File: src/rtl/gtp_pll_seq.sv
// Power-up, reset and lock-qualification sequencer for a GTP common-block PLL.
// Retries on lock timeout and declares failure after MAX_RETRY attempts.
module gtp_pll_seq #(
    parameter int PD_CYCLES    = 16,
    parameter int RST_CYCLES   = 8,
    parameter int LOCK_TIMEOUT = 4096,
    parameter int MAX_RETRY    = 3,
    parameter int LOCK_FILT    = 4
) (
    input  logic       clk,
    input  logic       rst_n,
    input  logic       enable,
    input  logic       pll_lock,
    output logic       pll_pd,
    output logic       pll_reset,
    output logic       pll_locken,
    output logic       ready,
    output logic       fail,
    output logic [1:0] retry_cnt,
    output logic [2:0] state
);

    localparam int MAX_AB = (PD_CYCLES > RST_CYCLES) ? PD_CYCLES : RST_CYCLES;
    localparam int MAX_V  = (MAX_AB > LOCK_TIMEOUT) ? MAX_AB : LOCK_TIMEOUT;
    localparam int CW     = $clog2(MAX_V) + 1;
    localparam int FW     = $clog2(LOCK_FILT) + 1;

    typedef enum logic [2:0] {
        S_IDLE      = 3'd0,
        S_PWRDN     = 3'd1,
        S_RESET     = 3'd2,
        S_WAIT_LOCK = 3'd3,
        S_LOCKED    = 3'd4,
        S_FAIL      = 3'd5
    } state_t;

    logic [1:0]    r_rst_sync;
    logic          r_lock_meta;
    logic          r_lock_sync;
    state_t        r_state;
    logic [CW-1:0] r_cnt;
    logic [FW-1:0] r_filt;
    logic [1:0]    r_retry;
    logic          r_pd;
    logic          r_reset;
    logic          r_locken;
    logic          r_ready;
    logic          r_fail;

    state_t        w_next;
    logic          w_lock_qual;
    logic          w_timeout;
    logic [FW-1:0] w_filt_inc;

    // Release of rst_n is re-timed so the FSM first moves on the third edge.
    always_ff @(posedge clk or negedge rst_n) begin
        if (!rst_n) begin
            r_rst_sync <= 2'b00;
        end else begin
            r_rst_sync <= {r_rst_sync[0], 1'b1};
        end
    end

    always_ff @(posedge clk or negedge rst_n) begin
        if (!rst_n) begin
            r_lock_meta <= 1'b0;
            r_lock_sync <= 1'b0;
        end else begin
            r_lock_meta <= pll_lock;
            r_lock_sync <= r_lock_meta;
        end
    end

    always_comb begin
        w_filt_inc  = (r_filt == '1) ? r_filt : r_filt + 1'b1;
        w_lock_qual = r_lock_sync && (r_filt >= FW'(LOCK_FILT - 1));
        w_timeout   = (r_cnt >= CW'(LOCK_TIMEOUT - 1));
        w_next      = r_state;
        if (!enable) begin
            w_next = S_IDLE;
        end else begin
            case (r_state)
                S_IDLE:      w_next = S_PWRDN;
                S_PWRDN:     if (r_cnt >= CW'(PD_CYCLES - 1)) w_next = S_RESET;
                S_RESET:     if (r_cnt >= CW'(RST_CYCLES - 1)) w_next = S_WAIT_LOCK;
                S_WAIT_LOCK: begin
                    // A qualified lock takes precedence over a coincident timeout.
                    if (w_lock_qual) begin
                        w_next = S_LOCKED;
                    end else if (w_timeout) begin
                        w_next = (r_retry < 2'(MAX_RETRY)) ? S_PWRDN : S_FAIL;
                    end
                end
                S_LOCKED:    if (!r_lock_sync) w_next = S_PWRDN;
                S_FAIL:      w_next = S_FAIL;
                default:     w_next = S_IDLE;
            endcase
        end
    end

    always_ff @(posedge clk or negedge rst_n) begin
        if (!rst_n) begin
            r_state  <= S_IDLE;
            r_cnt    <= '0;
            r_filt   <= '0;
            r_retry  <= 2'd0;
            r_pd     <= 1'b1;
            r_reset  <= 1'b0;
            r_locken <= 1'b0;
            r_ready  <= 1'b0;
            r_fail   <= 1'b0;
        end else if (r_rst_sync[1]) begin
            r_state <= w_next;
            if (w_next != r_state) begin
                r_cnt <= '0;
            end else if (r_cnt != '1) begin
                r_cnt <= r_cnt + 1'b1;
            end
            r_filt <= (r_state == S_WAIT_LOCK && w_next == S_WAIT_LOCK && r_lock_sync)
                      ? w_filt_inc : '0;
            // Timeout retries count up; any other entry into PWRDN starts a fresh bring-up.
            if (r_state == S_WAIT_LOCK && w_next == S_PWRDN) begin
                r_retry <= r_retry + 1'b1;
            end else if (w_next == S_PWRDN && r_state != S_PWRDN) begin
                r_retry <= 2'd0;
            end
            r_pd     <= (w_next == S_IDLE) || (w_next == S_PWRDN) || (w_next == S_FAIL);
            r_reset  <= (w_next == S_RESET);
            r_locken <= (w_next == S_WAIT_LOCK) || (w_next == S_LOCKED);
            r_ready  <= (w_next == S_LOCKED);
            r_fail   <= (w_next == S_FAIL);
        end
    end

    assign pll_pd     = r_pd;
    assign pll_reset  = r_reset;
    assign pll_locken = r_locken;
    assign ready      = r_ready;
    assign fail       = r_fail;
    assign retry_cnt  = r_retry;
    assign state      = r_state;

endmodule

File: config.mk
export PLATFORM = sky130hd
export DESIGN_NAME = gtp_pll_seq
export DESIGN_NICKNAME = d
export VERILOG_FILES = /design/src/rtl/gtp_pll_seq.sv
export SDC_FILE = /design/constraint.sdc
export NUM_CORES = 1
export LEC_CHECK = 0
export BUFFER_PORTS_ARGS = -buffer_cell sky130_fd_sc_hd__clkbuf_2
export CELL_PAD_IN_SITES_DETAIL_PLACEMENT = 1
export CELL_PAD_IN_SITES_GLOBAL_PLACEMENT = 1
export CORE_MARGIN = 10
export CORE_UTILIZATION = 46
export CTS_CLUSTER_SIZE = 20
export DETAILED_ROUTE_END_ITERATION = 10
export GPL_TIMING_DRIVEN = 0
export PLACE_DENSITY_LB_ADDON = 0.1
export SETUP_SLACK_MARGIN = 0.02
export SYNTH_ARGS = -nofsm -noshare
export SYNTH_HDL_FRONTEND = slang
export SYNTH_SLANG_ARGS = --single-unit
export TNS_END_PERCENT = 100
File: constraint.sdc
create_clock -name clk -period 3.5 [get_ports clk]
set_input_delay 0.525 -clock clk [delete_from_list [all_inputs] [get_ports clk]]
set_output_delay 0.525 -clock clk [all_outputs]
set_load 0.05 [all_outputs]
Word level (Yosys, flattened, before mapping):

Index checks and enable logic that the tools add are counted.

* logic and storage cells: 64
* register bits: 30
* output and inout bits: 10
* bits of input ports: 4

* $add $sub $neg: 3
* reductions and logical operators: 15
* $lt $le $gt $ge: 5
* eq/ne operators: 15
* mux-type cells: 14

Operators with widths (number)
* 2-to-1 mux 3 bit: 9
* 2-to-1 mux 13 bit: 2
* one-hot mux 3 bit (6 select lines): 1
* == test 3 bit, second input constant: 5
* adder 13 x 1 -> 13 bit, second input constant: 1
* >= comparator 13 x 12 -> 1 bit, second input constant: 1
* >= comparator 13 x 3 -> 1 bit, second input constant: 1
* >= comparator 13 x 4 -> 1 bit, second input constant: 1
* != test 13 bit, second input constant: 1
* == test 3 x 2 -> 1 bit, second input constant: 4
* == test 3 x 1 -> 1 bit, second input constant: 2
* logical NOT 3 bit: 2
* AND reduction 2 bit: 3
* logical AND 1 bit: 5
* 2-to-1 mux 2 bit: 2
* nonzero test 2 bit: 2
* adder 3 x 1 -> 3 bit, second input constant: 1
* >= comparator 3 x 2 -> 1 bit, second input constant: 1
* logical OR 1 bit: 3
* != test 3 x 1 -> 1 bit, second input constant: 1
* != test 3 bit: 1
* adder 2 x 1 -> 2 bit, second input constant: 1
* < comparator 2 bit, second input constant: 1
* != test 2 bit, second input constant: 1

Longest topological paths before layout:

Gate-level depths: netlist (run 1).

* depth after elaboration: 11
* depth in mapped cells: 9
* gate-level depth less buffers: 8

Worst setup path after synthesis (run 1):

OpenSTA, ideal clock, no wires.

* path type: register to register
* start point: register r_state[0] (netlist: state[0])
* end point: register r_retry[0] (netlist: retry_cnt[0])
* path slack: 0.916 ns
* buffers on the path: 2
* arrival time: 2.458 ns
* library setup time: 0.125 ns
* data required time: 3.375 ns
* cell stages (with the launch flop): 9
* period minus slack after synthesis: 2.584 ns
* cells stage by stage: dfrtp_1 > buf_6 > inv_4 > or3_1 > or3_1 > and3_4 > buf_6 > nor4_4 > mux2_4

* longest elaborated chain between the ends: 8
* elaborated cells between the ends (all ways): 20
* classes of those cells: eq/ne: 7; mux: 8; reduce/logical: 5

Ends and longest elaborated chain
* start: declaration: RTL line 40 `state_t r_state;`
* start signal: assignment: RTL line 113 `r_state <= w_next;`
* 2-to-1 mux 3 bit: RTL line 90 `end else if (w_timeout) begin`
* 2-to-1 mux 3 bit: RTL line 88 `if (w_lock_qual) begin`
* one-hot mux 3 bit (6 select lines): RTL line 82 `case (r_state)`
* 2-to-1 mux 3 bit: RTL line 79 `if (!enable) begin`
* == test 3 x 1 -> 1 bit: RTL line 122, 124
* logical AND 1 bit (on tied branches): RTL line 122, 124
* nonzero test 2 bit (no line)
* AND reduction 2 bit (no line)
* end signal: assignment: RTL line 123 `r_retry <= r_retry + 1'b1;`
* end: declaration: RTL line 43 `logic [1:0] r_retry;`

Several ways; a longest one is shown, not always the timed one.
A chain may end at the register's enable or synchronous reset.

Final worst setup path (run 1):

* start point: register r_filt[0]
* end point: register r_cnt[5]

* longest elaborated chain between the ends: 8
* elaborated cells between the ends (all ways): 9
* classes of those cells: order compare: 1; eq/ne: 1; mux: 4; reduce/logical: 3

Ends and longest elaborated chain
* start: declaration: RTL line 42 `logic [FW-1:0] r_filt;`
* start signal: assignment: RTL line 119 `r_filt <= (r_state == S_WAIT_LOCK && w_next == S_WAIT_LOCK && r_lock_sync)`
* >= comparator 3 x 2 -> 1 bit (*): RTL line 76 `w_lock_qual = r_lock_sync && (r_filt >= FW'(LOCK_FILT - 1));`
* logical AND 1 bit (*): RTL line 76
* 2-to-1 mux 3 bit (*): RTL line 88
* one-hot mux 3 bit (6 select lines) (*): RTL line 82
* 2-to-1 mux 3 bit (*): RTL line 79
* != test 3 bit (*): RTL line 114 `if (w_next != r_state) begin`
* nonzero test 2 bit (no line)
* AND reduction 2 bit (no line)
* end signal: assignment: RTL line 117 `r_cnt <= r_cnt + 1'b1;`
* end: declaration: RTL line 41 `logic [CW-1:0] r_cnt;`

Every way passes the cells marked *; elsewhere a longest branch is shown, timed or not.

==> out/metrics.cfg, run 1 <==
[sta]
min_period_ns=2.758
fin_setup_tns_ns=0
setup_viol=0
skew_ns=0.004011
fin_crit_sh_pct=78.81
timing.fmax_ghz=0.3625
whs_ns=0.3189
drv_slew=0
worst_slew_pin_slew_ns=0.7750
slew_headroom_pct=48.33
hold_violations=0
finalWorstSetupSlack_ns=0.7416
grt_setup_unrepaired=no

[pwr]
power.internal_mw=0.7529
seq_power_share_pct=36.8
pwr-share-comb_pct=42.2
vdd_ir_drop_max_uv=320.7
total_power_mw=1.301
sw_frac_of_total_pct=42.15
power_density_mw_per_mm2=648.9
leakagePower_nw=0.8800
clkPwrFrac_pct=21.0
netSwitchingPower_mw=0.5486

[worst_setup_path]
crit_required_ns=3.67
crit_chain=ha_1, ha_1, a211o_1, and2_1, o311ai_2, o2111a_1, nand2_1, o311ai_1
cp_top_family=compound AO/OA/AOI/OAI gates
cp_num_cells=8
cp_max_fo=7
startpoint_type=flop
endpoint_kind=flop
reg2reg_depth=8
cp_num_buf_inv=0
cpMaxStageDelayCell=dfrtp_1
cpPeakStageDelay_ns=0.42
critical_path_class=flop to flop
cp_common_cell=ha_1
timing.critical_path.arrival_ns=2.92

[outcome]
status=completed

[placed_design]
dp.final_hpwl_um=3400
dp_slack_ns=0.7568
place.gp.congestion=0.8950
place_inst=256
port_buffers=13

[floorplan]
initial_utilization_pct=48.38
die_w_um=82.52
io_pins=14
die_height_um=82.52
fp-row-count=22
core_area_sq_mm=0.003716
die_area_sq_mm=0.006810

[global_routing]
antenna_found_initial=0
grtUsageTotal_pct=14.61
grt_pass1_wl_um=7797
grt_pass1_vias=1618
grt_max_degree=31
grt_overflow=0

[synthesis]
yosysSeqAreaShare_pct=41.82
synth-edff-count=0
ys_seq_elements=30
ys_warn_count=0
syn_inst=195
avgSynthCellArea_sq_um=9.220
async_flop_share_pct=100.0
synth_area_sq_mm=0.001798
postSynth.topFlopCell=dfrtp_1
synth_nets=204
synth_cell_types=49

[layout]
final_nets=224
area_delta_synth_final_pct=11.55
drive_gt1_share_pct=17.29
fin_cells=262
diodes=0

[drt]
totalWireLength_um=4647
vias_per_cell=6.118
ant_nets=0
drtIter0Drc=64
drc_errors=0
vias=1603
wl_per_cell_um=17.74
firstDrtPassIters=4

[worst_hold_path]
hold_class=input port to asynchronous set/reset pin

[clock_tree]
clockBufferDepth=2
path_clk_slew_ns=0.06
clock_latency_ns=0.28
cts_root_buf=clkbuf_8
cts_setup_buffers=0
hold_buffers=0
tritoncts=yes
htree_num_levels=2
cts_made_buffers=5
cts_resized=0
clkSinkCount=30

[run]
drv_cap=0

final cells by class:
type,instances,area [sq um]
plain buffers,10,55.05
clock buffers,6,82.58
fillers,458,1710
inverters,11,43.79
multi-input cells,144,947.2
flip-flops and latches,30,752.0
well taps,48,60.06
repair buffers,13,65.06
per-stage QoR:
step,cell area [sq um],utilization (%)
after global placement,1923,51.75
after detailed placement,1923,51.75
final,2006,53.97
after global routing,2006,53.97
after CTS,2006,53.97
after floorplan,1798,-
per-layer routing:
metal,global-route usage (%),vias to the layer above,share of wire [%],routed length [um]
met1,17.39,812,46,2157
met2,25.74,19,50,2301
li1,-,768,-,-
met5,0,-,0,0
met3,3.024,4,3.3,154
met4,4.515,0,0.73,34
placed cells by master, fill, tap and decap left out, drive strengths merged, types with 6 or more instances in the layout:
master	n
o311ai	6
o21ai	11
clkbuf	25
inv	10
nor4	6
dfrtp	29
nand3	16
a21oi	12
nor3	7
nand2	19
nor2	11
synth_stat cells, drive strengths merged, types with 2 or more instances:
| library cell | n | share of area (%) |
|---|---|---|
| dfrtp | 29 | 40 |
| nand2 | 19 | 4.0 |
| nand3 | 16 | 4.7 |
| a21oi | 12 | 3.3 |
| nor2 | 11 | 2.3 |
| o21ai | 11 | 3.1 |
| inv | 10 | 2.2 |
| nor3 | 7 | 1.9 |
| clkbuf | 6 | 1.3 |
| nor4 | 6 | 4.1 |
| o311ai | 6 | 3.3 |
| and3 | 5 | 2.0 |
| ha | 5 | 3.5 |
| a22o | 4 | 1.9 |
| buf | 4 | 1.8 |
| a21o | 3 | 1.3 |
| a31oi | 3 | 1.0 |
| nand2b | 3 | 1.0 |
| nand4 | 3 | 1.0 |
| o22ai | 3 | 1.0 |
| a211o | 2 | 0.97 |
| a221o | 2 | 1.1 |
| nand4b | 2 | 0.97 |
| o2111ai | 2 | 0.97 |
| o21ba | 2 | 1.1 |
| o31ai | 2 | 1.1 |
| or2 | 2 | 0.70 |
| or3 | 2 | 0.70 |
power groups by stage:
| stage | Combinational (mW) | Sequential, mW | Clock (mW) |
|---|---|---|---|
| 2_1_floorplan | 0.354 | 0.539 | 0 |
| 3_3_place_gp | 0.530 | 0.477 | 0 |
| 3_5_place_dp | 0.550 | 0.483 | 0 |
| 4_1_cts | 0.554 | 0.478 | 0.283 |
| 5_1_grt | 0.606 | 0.490 | 0.300 |
| 6_report | 0.549 | 0.478 | 0.274 |
cells by family after synthesis:
logic type	count (synthesis)	share of synthesized area, %
AND/OR/NAND/NOR	78	24.22
AO/OA/AOI/OAI	58	23.38
multiplexers	2	1.392
other	1	0.2086
buffers and inverters	21	5.497
adder cells (fa/ha/maj)	5	3.479
flip-flops	30	41.82
path summary, 6_finish.rpt:
kind | start | to | slack, ns
setup / recovery | r_filt[0] | r_cnt[5] | 0.74
hold / removal | rst_n | r_cnt[9] | 0.32
setup reg to reg | r_filt[0] | r_cnt[5] | 0.74
hold reg to reg | r_lock_meta | r_lock_sync | 0.35
max in group asynchronous | rst_n | r_cnt[3] | 2.69
min in group clk | r_lock_meta | r_lock_sync | 0.35
state kept, by name, summed over array words and instances (netlist names):
signal	count
state	3
retry_cnt	2
r_filt	3
ready	1
r_rst_sync	2
pll_reset	1
fail	1
pll_pd	1
r_lock_meta	1
r_lock_sync	1
pll_locken	1
r_cnt	13
worst reg2reg max path: stages, from the launching register on:
cell and delay, ns:
dfrtp_1 0.42, ha_1 0.24, ha_1 0.18, a211o_1 0.30, and2_1 0.23, o311ai_2 0.32, o2111a_1 0.38, nand2_1 0.22
o311ai_1 0.35
No activity file was read; power rests on OpenSTA's default activity.
==> run 2: changes to the inputs <==
- CORE_UTILIZATION: 46 -> 41
- clock period: 3.5 -> 2.4 ns (I/O delays scaled with it)
==> out/metrics.cfg, run 2 (synthesized netlist as in run 1, its figures left out) <==
[sta]
setup_viol=0
grt_setup_unrepaired=yes
skew_ns=0.008085
worst_slew_pin_slew_ns=0.7924
slew_headroom_pct=47.17
fin_setup_tns_ns=0
min_period_ns=2.356
timing.fmax_ghz=0.4245
hold_violations=0
drv_slew=0
fin_crit_sh_pct=98.16

[clock_tree]
hold_buffers=0
clockBufferDepth=2
clkSinkCount=30
path_clk_slew_ns=0.07
htree_num_levels=2
cts_made_buffers=5
tritoncts=yes
cts_root_buf=clkbuf_8
clock_latency_ns=0.29

[layout]
top_register=r_cnt
final_nets=237
largest_reg_flops=13
diodes=0
drive_gt1_share_pct=31.44
area_delta_synth_final_pct=31.52
finish.utilization_pct=55.07
final_common_cell=dfrtp_1
fin_cells=281
num-fill-cells=501
layout_common_cells=dfrtp_1 (26), nand2_1 (18), nand3_1 (15)
design_area_sq_mm=0.002365

[worst_setup_path]
timing.critical_path.arrival_ns=2.54
endpoint_kind=flop
cp_max_fo=5
reg2reg_to=retry_cnt[0]
cpMaxStageDelayCell=dfrtp_1
crit_required_ns=2.58
cpPeakStageDelay_ns=0.39
startpoint_type=flop
crit_chain=ha_2, ha_4, a211o_1, and2_4, o311ai_4, buf_6, o31ai_4, nor4_4, mux2_4
r2r_slack_ns=0.04
reg2reg_depth=9
timing.rr.start=r_filt[0]
critical_path_class=flop to flop

[floorplan]
io_pins=14
die_w_um=86.22
core_area_sq_mm=0.004294
initial_utilization_pct=41.87
die_area_sq_mm=0.007434
fp-row-count=24
die_height_um=86.22

[pwr]
total_power_mw=2.463
leakagePower_nw=1.010
vdd_ir_drop_max_uv=411.6
power_density_mw_per_mm2=1042

[worst_hold_path]
hold_class=input port to asynchronous set/reset pin

[drt]
vias_per_cell=6.249
firstDrtPassIters=4
drc_errors=0
wl_per_cell_um=20.53
drtIter0Drc=64
ant_nets=0
vias=1756
totalWireLength_um=5770

[global_routing]
grt_pass1_vias=1874
grt_overflow=0
grt_pass1_wl_um=9259
antenna_found_initial=0
grtUsageTotal_pct=15.60
grt_max_degree=31

[run]
drv_cap=0

[placed_design]
place.gp.congestion=0.8233
port_buffers=13
placed_area_sq_mm=0.001958
place_inst=260
dp.final_hpwl_um=3760

[outcome]
status=completed

run 2: cell types whose count changed in the layout (fill, tap and decap cells not counted), sizes merged:
cell	change
buf	+14
bufinv	+2
clkbuf	-1
run 2: layout make-up:
type	instances	area (sq um)	area share (%)
clock inverters	2	60.06	2.540
repair buffers	27	173.9	7.354
inverters	11	43.79	1.852
plain buffers	9	68.82	2.910
flip-flops and latches	30	755.7	31.96
well taps	52	65.06	2.751
multi-input cells	144	1115	47.14
clock buffers	6	82.58	3.492
run 2: metrics by stage:
stage | hold slack [ns] | setup slack [ns]
floorplan | 0.06441 | 0.03144
global placement | 0.3321 | -0.2686
detailed placement | 0.3496 | -0.3805
CTS | 0.1689 | 0.04166
global route | 0.1629 | -0.004282
finish | 0.1334 | 0.04424
run 2: worst max-delay path by stage:
stage               from            to  slack, ns  cells past startpoint
6_report       r_filt[0]  retry_cnt[0]       0.04                      9
5_1_grt        r_filt[0]  retry_cnt[0]     -0.004                      9
4_1_cts        r_filt[0]  retry_cnt[0]       0.04                      9
3_5_place_dp   r_filt[0]      r_cnt[3]      -0.38                      8
3_3_place_gp   r_filt[0]      r_cnt[8]      -0.27                      8
2_1_floorplan   r_cnt[0]  retry_cnt[0]       0.03                      7
run 2: report_power, final:
group | switching [mW] | internal, mW
Sequential | 0.149 | 0.601
Clock | 0.211 | 0.443
Combinational | 0.625 | 0.435
Total | 0.985 | 1.48
run 2: metal layers:
metal | up-vias | global-route usage [%] | wire length, um
met4 | 0 | 6.627 | 149
li1 | 797 | - | -
met3 | 15 | 3.659 | 291
met1 | 897 | 17.63 | 2366
met2 | 47 | 27.38 | 2964
met5 | - | 0 | 0
run 2: timing repair:
action                     4_1_cts  5_1_grt
setup endpoints to repair       20       12
gates resized for setup         14       18
pin swaps                       10        9
setup buffers                    7        7
run 2: critical path, delay by kind of cell, from the launching register on:
kind / cells / cell delay (ns)
AOI/OAI and AO/OA: 3 / 0.60
and+or+nand+nor: 2 / 0.42
DFF: 1 / 0.39
adders and majority gates: 2 / 0.36
muxes: 1 / 0.32
buffers and inverters: 1 / 0.16
==> run 3: changes to the inputs <==
- BUFFER_PORTS_ARGS: -buffer_cell sky130_fd_sc_hd__clkbuf_2 -> -buffer_cell sky130_fd_sc_hd__buf_4
==> out/metrics.cfg, run 3 (synthesized netlist as in run 1, its figures left out) <==
[layout]
design_area_sq_mm=0.002315
fin_cells=275
largest_reg_flops=13
finish.utilization_pct=53.90
num-fill-cells=503
top_register=r_cnt
area_delta_synth_final_pct=28.74
drive_gt1_share_pct=31.84
final_nets=231
layout_common_cells=dfrtp_1 (25), buf_4 (20), nand2_1 (18)
diodes=0
final_common_cell=dfrtp_1

[sta]
whs_ns=-0.007859
timing.fmax_ghz=0.4254
slew_headroom_pct=56.63
hold_violations=8
setup_viol=0
skew_ns=0.009422
min_period_ns=2.350
drv_slew=0
grt_setup_unrepaired=yes
worst_slew_pin_slew_ns=0.6506
fin_crit_sh_pct=97.94

[placed_design]
place.gp.congestion=0.8288
place_inst=260
dp.final_hpwl_um=3638
placed_area_sq_mm=0.001991
port_buffers=13

[clock_tree]
cts_root_buf=clkbuf_8
clkSinkCount=30
clock_latency_ns=0.29
cts_made_buffers=5
clockBufferDepth=2
path_clk_slew_ns=0.07
htree_num_levels=2
tritoncts=yes

[worst_setup_path]
cp_num_buf_inv=0
cp_top_family=compound AO/OA/AOI/OAI gates
endpoint_kind=flop
critical_path_class=flop to flop
timing.critical_path.arrival_ns=2.54
cpPeakStageDelay_ns=0.39
cp_max_fo=7
crit_chain=ha_2, ha_4, a211o_1, and2_4, o311ai_4, o2111a_2, nand2_4, o311ai_2
startpoint_type=flop
cpMaxStageDelayCell=dfrtp_1
crit_required_ns=2.59

[global_routing]
met3_usage_pct=3.565
antenna_found_initial=0
grt_max_degree=31
grt_overflow=0
grt_pass1_wl_um=8818
grt_use_met2_pct=23.66
grt_pass1_vias=1735
busiest_layer=met2
grtUsageTotal_pct=14.74
met1_usage_pct=18.68

[floorplan]
core_area_sq_mm=0.004294
die_area_sq_mm=0.007434
die_height_um=86.22
die_w_um=86.22
fp-row-count=24
initial_utilization_pct=41.87
io_pins=14

[drt]
firstDrtPassIters=4
totalWireLength_um=5286
drtIter0Drc=89
wl_per_cell_um=19.22
ant_nets=0
vias_per_cell=5.967
drc_errors=0
vias=1641

[run]
drv_cap=0

[outcome]
violations=hold timing
status=finished with violations

[pwr]
power_density_mw_per_mm2=934.3
total_power_mw=2.163
vdd_ir_drop_max_uv=336.9
leakagePower_nw=0.9696

[worst_hold_path]
hold_class=input port to asynchronous set/reset pin

## run 3: metal layers
metal  wire (um)  vias up  part of all wire [%]
li1            -      781                     -
met3         174       10                   3.3
met2        2532       22                    48
met1        2467      828                    47
met5           0        -                     0
met4         111        0                   2.1
## run 3: area by class of cell
cell class                      count  area (sq um)  area share, %
Multi-Input combinational cell    144          1134          48.97
Sequential cell                    30         757.0          32.70
Timing Repair Buffer               21         161.4          6.973
Clock buffer                        6         82.58          3.568
Tap cell                           52         65.06          2.811
Buffer                              9         58.81          2.541
Inverter                           11         43.79          1.892
Clock inverter                      2         12.51         0.5405
## run 3: final timing paths
path,from,end,slack [ns],cells after the start
setup / recovery,r_filt[1],r_cnt[10],0.05,8
hold / removal,rst_n,retry_cnt[0],-0.008,1
setup reg to reg,r_filt[1],r_cnt[10],0.05,8
hold reg to reg,r_rst_sync[0],r_rst_sync[1],0.35,0
max in group asynchronous,rst_n,pll_pd,2.08,1
min in group clk,pll_lock,r_lock_meta,0.17,1
## run 3: per-stage QoR
stage          TNS [ns]  setup WS [ns]
2_1_floorplan         0        0.03144
3_3_place_gp     -2.754        -0.2679
3_5_place_dp     -3.639        -0.3452
4_1_cts               0        0.02533
5_1_grt         -0.2399       -0.05829
6_report              0        0.04954
## run 3: repair_timing
item                       CTS  global route
buffers inserted             7             0
cloned                       0             1
setup endpoints to repair   19            17
gates resized for setup     20            13
hold buffers                 0             0
pin swaps                    8             9
## run 3: power breakdown
part | internal [mW] | switching [mW]
clock network | 0.230 | 0.205
registers | 0.601 | 0.144
logic | 0.405 | 0.578
